## src/rtl/sram_arb_pkg.sv

```systemverilog
// Shared definitions for the inst/data SRAM-like arbiter: owner codes,
// default sizing and the layout of one outstanding-transaction record.
package sram_arb_pkg;
  localparam logic OWNER_INST       = 1'b0;
  localparam logic OWNER_DATA       = 1'b1;
  localparam int   OT_DEPTH_DEF     = 4;
  localparam int   STARVE_LIMIT_DEF = 4;

  typedef struct packed {
    logic        owner;
    logic        wr;
    logic [29:0] waddr;
  } ot_entry_t;
endpackage

```

## src/rtl/sram_order_fifo.sv

```systemverilog
// Acceptance-order FIFO of outstanding transactions; exposes every live
// write entry in parallel so the top can block reads that hit a pending write.
module sram_order_fifo
  import sram_arb_pkg::*;
#(
  parameter int DEPTH = OT_DEPTH_DEF
) (
  input  logic                   clk,
  input  logic                   resetn,
  input  logic                   push,
  input  ot_entry_t              push_entry,
  input  logic                   pop,
  output logic                   head_owner,
  output logic                   full,
  output logic                   empty,
  output logic [DEPTH-1:0]       wr_vld,
  output logic [DEPTH-1:0][29:0] waddrs
);
  localparam int AW = $clog2(DEPTH);

  ot_entry_t     mem [DEPTH];
  logic [AW-1:0] rd_ptr;
  logic [AW-1:0] wr_ptr;
  logic [AW:0]   count;
  logic [AW-1:0] offs;

  always_ff @(posedge clk) begin
    if (!resetn) begin
      rd_ptr <= '0;
      wr_ptr <= '0;
      count  <= '0;
    end else begin
      if (push) wr_ptr <= wr_ptr + AW'(1);
      if (pop)  rd_ptr <= rd_ptr + AW'(1);
      case ({push, pop})
        2'b10:   count <= count + (AW+1)'(1);
        2'b01:   count <= count - (AW+1)'(1);
        default: count <= count;
      endcase
    end
  end

  always_ff @(posedge clk) begin
    if (push) mem[wr_ptr] <= push_entry;
  end

  assign full       = (count == (AW+1)'(DEPTH));
  assign empty      = (count == '0);
  assign head_owner = mem[rd_ptr].owner;

  // A slot is live when its distance from the read pointer is below count.
  always_comb begin
    offs   = '0;
    wr_vld = '0;
    waddrs = '0;
    for (int i = 0; i < DEPTH; i++) begin
      offs      = AW'(i) - rd_ptr;
      wr_vld[i] = ({1'b0, offs} < count) && mem[i].wr;
      waddrs[i] = mem[i].waddr;
    end
  end
endmodule

```

## src/rtl/sram_like_arbiter.sv

```systemverilog
// Two-master SRAM-like arbiter (inst/data) onto one slave port with in-order
// response routing, read-after-write hazard blocking and inst anti-starvation.
module sram_like_arbiter
  import sram_arb_pkg::*;
#(
  parameter int OT_DEPTH     = OT_DEPTH_DEF,
  parameter int STARVE_LIMIT = STARVE_LIMIT_DEF
) (
  input  logic        clk,
  input  logic        resetn,
  input  logic        inst_req,
  input  logic        inst_wr,
  input  logic [1:0]  inst_size,
  input  logic [3:0]  inst_wstrb,
  input  logic [31:0] inst_addr,
  input  logic [31:0] inst_wdata,
  output logic [31:0] inst_rdata,
  output logic        inst_addr_ok,
  output logic        inst_data_ok,
  input  logic        data_req,
  input  logic        data_wr,
  input  logic [1:0]  data_size,
  input  logic [3:0]  data_wstrb,
  input  logic [31:0] data_addr,
  input  logic [31:0] data_wdata,
  output logic [31:0] data_rdata,
  output logic        data_addr_ok,
  output logic        data_data_ok,
  output logic        s_req,
  output logic        s_wr,
  output logic [1:0]  s_size,
  output logic [3:0]  s_wstrb,
  output logic [31:0] s_addr,
  output logic [31:0] s_wdata,
  input  logic [31:0] s_rdata,
  input  logic        s_addr_ok,
  input  logic        s_data_ok,
  output logic        err_unexp
);
  localparam logic [2:0] STARVE_MAX = 3'(STARVE_LIMIT);

  logic                      fifo_full;
  logic                      fifo_empty;
  logic                      head_owner;
  logic [OT_DEPTH-1:0]       wr_vld;
  logic [OT_DEPTH-1:0][29:0] waddrs;
  logic                      inst_haz;
  logic                      data_haz;
  logic                      inst_elig;
  logic                      data_elig;
  logic                      grant_inst;
  logic                      grant_data;
  logic                      accept;
  logic                      pop;
  logic [2:0]                starve_cnt;
  logic [31:0]               inst_rdata_q;
  logic [31:0]               data_rdata_q;
  ot_entry_t                 push_entry;

  always_comb begin
    inst_haz = 1'b0;
    data_haz = 1'b0;
    for (int i = 0; i < OT_DEPTH; i++) begin
      if (wr_vld[i] && (waddrs[i] == inst_addr[31:2])) inst_haz = 1'b1;
      if (wr_vld[i] && (waddrs[i] == data_addr[31:2])) data_haz = 1'b1;
    end
  end

  // Only reads are held back by a pending write to the same word.
  assign inst_elig  = resetn & inst_req & ~fifo_full & (inst_wr | ~inst_haz);
  assign data_elig  = resetn & data_req & ~fifo_full & (data_wr | ~data_haz);
  assign grant_inst = inst_elig & (~data_elig | (starve_cnt == STARVE_MAX));
  assign grant_data = data_elig & ~grant_inst;

  always_comb begin
    s_req   = 1'b0;
    s_wr    = 1'b0;
    s_size  = '0;
    s_wstrb = '0;
    s_addr  = '0;
    s_wdata = '0;
    if (grant_inst) begin
      s_req   = 1'b1;
      s_wr    = inst_wr;
      s_size  = inst_size;
      s_wstrb = inst_wstrb;
      s_addr  = inst_addr;
      s_wdata = inst_wdata;
    end else if (grant_data) begin
      s_req   = 1'b1;
      s_wr    = data_wr;
      s_size  = data_size;
      s_wstrb = data_wstrb;
      s_addr  = data_addr;
      s_wdata = data_wdata;
    end
  end

  assign accept       = s_req & s_addr_ok;
  assign inst_addr_ok = accept & grant_inst;
  assign data_addr_ok = accept & grant_data;
  assign push_entry   = '{owner: (grant_data ? OWNER_DATA : OWNER_INST),
                          wr:    s_wr,
                          waddr: s_addr[31:2]};

  assign pop          = resetn & s_data_ok & ~fifo_empty;
  assign inst_data_ok = pop & (head_owner == OWNER_INST);
  assign data_data_ok = pop & (head_owner == OWNER_DATA);
  assign inst_rdata   = inst_data_ok ? s_rdata : inst_rdata_q;
  assign data_rdata   = data_data_ok ? s_rdata : data_rdata_q;

  sram_order_fifo #(.DEPTH(OT_DEPTH)) u_fifo (
    .clk        (clk),
    .resetn     (resetn),
    .push       (accept),
    .push_entry (push_entry),
    .pop        (pop),
    .head_owner (head_owner),
    .full       (fifo_full),
    .empty      (fifo_empty),
    .wr_vld     (wr_vld),
    .waddrs     (waddrs)
  );

  always_ff @(posedge clk) begin
    if (!resetn) begin
      starve_cnt   <= '0;
      err_unexp    <= 1'b0;
      inst_rdata_q <= '0;
      data_rdata_q <= '0;
    end else begin
      if (inst_data_ok) inst_rdata_q <= s_rdata;
      if (data_data_ok) data_rdata_q <= s_rdata;
      if (s_data_ok && fifo_empty) err_unexp <= 1'b1;
      if (!inst_req || inst_addr_ok)
        starve_cnt <= '0;
      else if (inst_elig && (starve_cnt < STARVE_MAX))
        starve_cnt <= starve_cnt + 3'd1;
    end
  end
endmodule

```

## config.mk

```make
export PLATFORM = sky130hd
export DESIGN_NAME = sram_like_arbiter
export DESIGN_NICKNAME = d
export VERILOG_FILES = /design/src/rtl/sram_arb_pkg.sv /design/src/rtl/sram_order_fifo.sv /design/src/rtl/sram_like_arbiter.sv
export SDC_FILE = /design/constraint.sdc
export NUM_CORES = 1
export LEC_CHECK = 0
export BUFFER_PORTS_ARGS = -buffer_cell sky130_fd_sc_hd__buf_2
export CAP_MARGIN = 20
export CORE_MARGIN = 4
export CORE_UTILIZATION = 57
export CTS_BUF_LIST = sky130_fd_sc_hd__clkbuf_16
export DETAILED_ROUTE_END_ITERATION = 7
export PLACE_DENSITY = 0.95
export SLEW_MARGIN = 40
export SYNTH_ARGS = -nofsm -noshare
export SYNTH_HDL_FRONTEND = slang
export SYNTH_SLANG_ARGS = --single-unit
```

## constraint.sdc

```tcl
create_clock -name clk -period 5.3 [get_ports clk]
set_clock_uncertainty 0.1 [all_clocks]
set_input_delay 0.265 -clock clk [delete_from_list [all_inputs] [get_ports clk]]
set_output_delay 0.265 -clock clk [all_outputs]
set_load 0.03 [all_outputs]
```

==> results.py <==
metrics = {
    "run_status": {
        "outcome": "completed",
    },
    "global_route": {
        "grt_pass1_wl_um": 54100,
        "grt_util_all_layers_pct": 31.0,
        "grt_pass1_vias": 9631,
        "grt_overflow": 0,
        "grt_max_degree": 76,
        "antenna_found_initial": 3,
    },
    "die": {
        "num_io_pins": 321,
        "die-area_um2": 22700,
        "rows": 51,
        "die_y_um": 151,
        "floorplan.initialDensity_pct": 58.7,
        "core_um2": 19700,
        "dieWidth_um": 151,
    },
    "yosys": {
        "seq_area_frac_synth_pct": 46.5,
        "yosys_register_bits": 205,
        "syn_area_um2": 11600,
        "ys_types": 40,
        "synth-edff-count": 128,
        "syn-instance-count": 1134,
        "syn_nets": 1326,
        "synthFlopType": "edfxtp_1",
        "async_reset_ff_share_pct": 0,
        "synth_warnings": 0,
        "synth_area_per_cell_um2": 10.2,
    },
    "detailed_routing": {
        "drtAntennaViolNets": 0,
        "via_count": 9758,
        "drcViolationCount": 0,
        "via_per_inst": 5.75,
        "wl_per_cell_um": 21.5,
        "drt_first_pass_iters": 8,
        "wirelength_um": 36500,
        "first_iter_violations": 1018,
    },
    "finish": {
        "multi_input_area_um2": 5440,
        "final_cell_area_um2": 14100,
        "area_delta_synth_final_pct": 22.0,
        "nNetsFinal": 1605,
        "fill_cells": 1280,
        "final_layout_size_suffix_gt1_share_pct": 28.4,
        "final_common_cell": "buf_2",
        "layout_common_cells": "buf_2 (320), xnor2_1 (164), edfxtp_1 (128), nand2_1 (109), inv_1 (96)",
        "seqCellArea_um2": 5390,
    },
    "clocking": {
        "clkLatencyLatePin_ns": 0.53,
        "postCtsSetupBuffers": 0,
        "cts.path.max_buffers": 3,
        "cts-buffers-inserted": 23,
        "cts_sinks": 205,
        "cts_resized": 0,
        "holdBufCountCts": 23,
        "cts_max_level": 1,
        "root_buffer": "clkbuf_16",
        "cts_tree": "yes",
        "path_clk_slew_ns": 0.06,
    },
    "critical_path": {
        "cp-end-kind": "primary output",
        "crit_path_max_incr_delay_ns": 0.74,
        "startpoint_type": "register",
        "crit_chain": "xnor2_1 > nand4_1 > nor4_1 > nand4_1 > a41o_1 > o211ai_1 > buf_4 > mux2i_1 > buf_2",
        "cp.required_ns": 4.93,
        "worstPathArrival_ns": 4.47,
        "path_common_cell": "nand4_1",
        "slowest_stage": "nor4_1",
        "path_max_fanout": 39,
        "path_class": "register to primary output",
    },
    "sta": {
        "drv_slew": 0,
        "hold_viol": 0,
        "min_period_ns": 4.84,
        "worst_pin_slew_ns": 0.865,
        "setup_violations": 0,
        "fmax_mhz": 207,
        "min_period_over_period_pct": 91.3,
        "relSlewSlack_pct": 41.8,
        "tns_ns": 0,
        "rsz0062_at_grt": "false",
    },
    "pwr": {
        "p_leak_uw": 0.00655,
        "vdd_drop_max_mv": 0.279,
        "p_total_uw": 4130,
        "power.density_nw_per_um2": 292,
    },
    "flow_run": {
        "maxCapViolations": 0,
    },
    "place": {
        "dp_hpwl_um": 26300,
        "placed_area_um2": 13200,
        "place.gp.congestion": 1.08,
        "io_buffers": 320,
    },
    "worst_hold_path": {
        "min_path_type": "input port to register",
    },
}
flip-flops by register name, indices dropped and copies added, names as in the netlist, named ones only:
| register | count |
|---|---|
| data_rdata_q | 32 |
| err_unexp | 1 |
| inst_rdata_q | 32 |
| starve_cnt | 3 |
| u_fifo.count | 3 |
| u_fifo.mem | 128 |
| u_fifo.rd_ptr | 2 |
| u_fifo.wr_ptr | 2 |
power breakdown:
group	leakage (uW)	internal, uW	switching (uW)	total [uW]
logic	0.00436	289	521	810
clock network	0.000386	865	639	1500
registers	0.00181	1770	44.1	1810
cell families (layout without fill, tap and decap cells):
family	Yosys count	after routing	share of synthesized area, %
adders and majority gates	12	12	1.36
muxes	106	106	9.61
AOI/OAI and AO/OA	22	22	1.52
DFF	205	205	46.5
and+or+nand+nor	353	353	15.8
xor gates and xnor gates	245	245	18.5
other	0	2	0
buffers and inverters	191	487	6.67
Yosys cell counts, types with 2 or more instances:
cell type	n	share of area, %
a21oi_1	4	0.17
a41o_1	2	0.17
and2_1	74	4.0
and3_1	2	0.11
buf_1	6	0.19
buf_2	2	0.086
buf_6	7	0.68
clkbuf_1	86	2.8
dfxtp_1	77	13
edfxtp_1	128	33
ha_1	11	1.2
inv_1	89	2.9
mux2_2	32	3.1
mux2i_1	73	6.3
nand2_1	109	3.5
nand2b_1	4	0.22
nand3_1	72	3.1
nand4_1	48	2.6
nor2_1	5	0.16
nor3_1	2	0.086
nor4_1	33	1.8
o21ai_0	3	0.13
o221a_1	2	0.19
o221ai_1	3	0.23
or3_1	2	0.11
xnor2_1	164	12
xor2_1	81	6.1
through the flow:
step	hold WS [ns]	instances	util [%]	worst slack [ns]
after CTS	0.00151	1695	71.6	0.812
after global routing	0.0276	1697	71.6	0.315
final	0.0165	1697	71.6	0.464
after detailed placement	0.378	1630	66.8	1.32
after global placement	0.376	1630	66.8	1.47
after floorplan	0.260	1134	-	1.97
per-layer routing:
layer  share of wire, %  wire, um  vias to the layer above  GRT usage [%]
met5              0.019         7                        -              0
met4                5.9      2160                        2           16.3
met3                 12      4270                      145           8.04
met2                 47     17100                      705           50.6
met1                 36     13000                     4568           37.9
li1                   -         -                     4338              -
critical path, delay by kind of cell, from the launching register on:
kind,cells,cell delay [ns]
compound gates,2,0.57
simple gates,3,1.07
mux,1,0.60
xor+xnor,1,0.30
flops,1,0.43
buf+inv,2,0.94
worst paths after layout:
path / startpoint / to / slack (ns) / cells past startpoint
hold reg to reg: err_unexp / err_unexp / 0.39 / 2
hold / removal: s_rdata[12] / data_rdata_q[12] / 0.02 / 4
setup / recovery: u_fifo.mem[2][29] / s_addr[8] / 0.46 / 9
setup reg to reg: u_fifo.mem[0][19] / u_fifo.count[2] / 1.17 / 13
final cells by class:
class / count / area share [%]
multi-input cells: 738 / 38.5
clock buffers: 24 / 4.25
flip-flops and latches: 205 / 38.1
inverters: 90 / 2.39
clock inverters: 18 / 0.753
diodes: 2 / 0.0354
repair buffers: 355 / 13.6
well taps: 265 / 2.35
(Power assumes the default switching activity.)
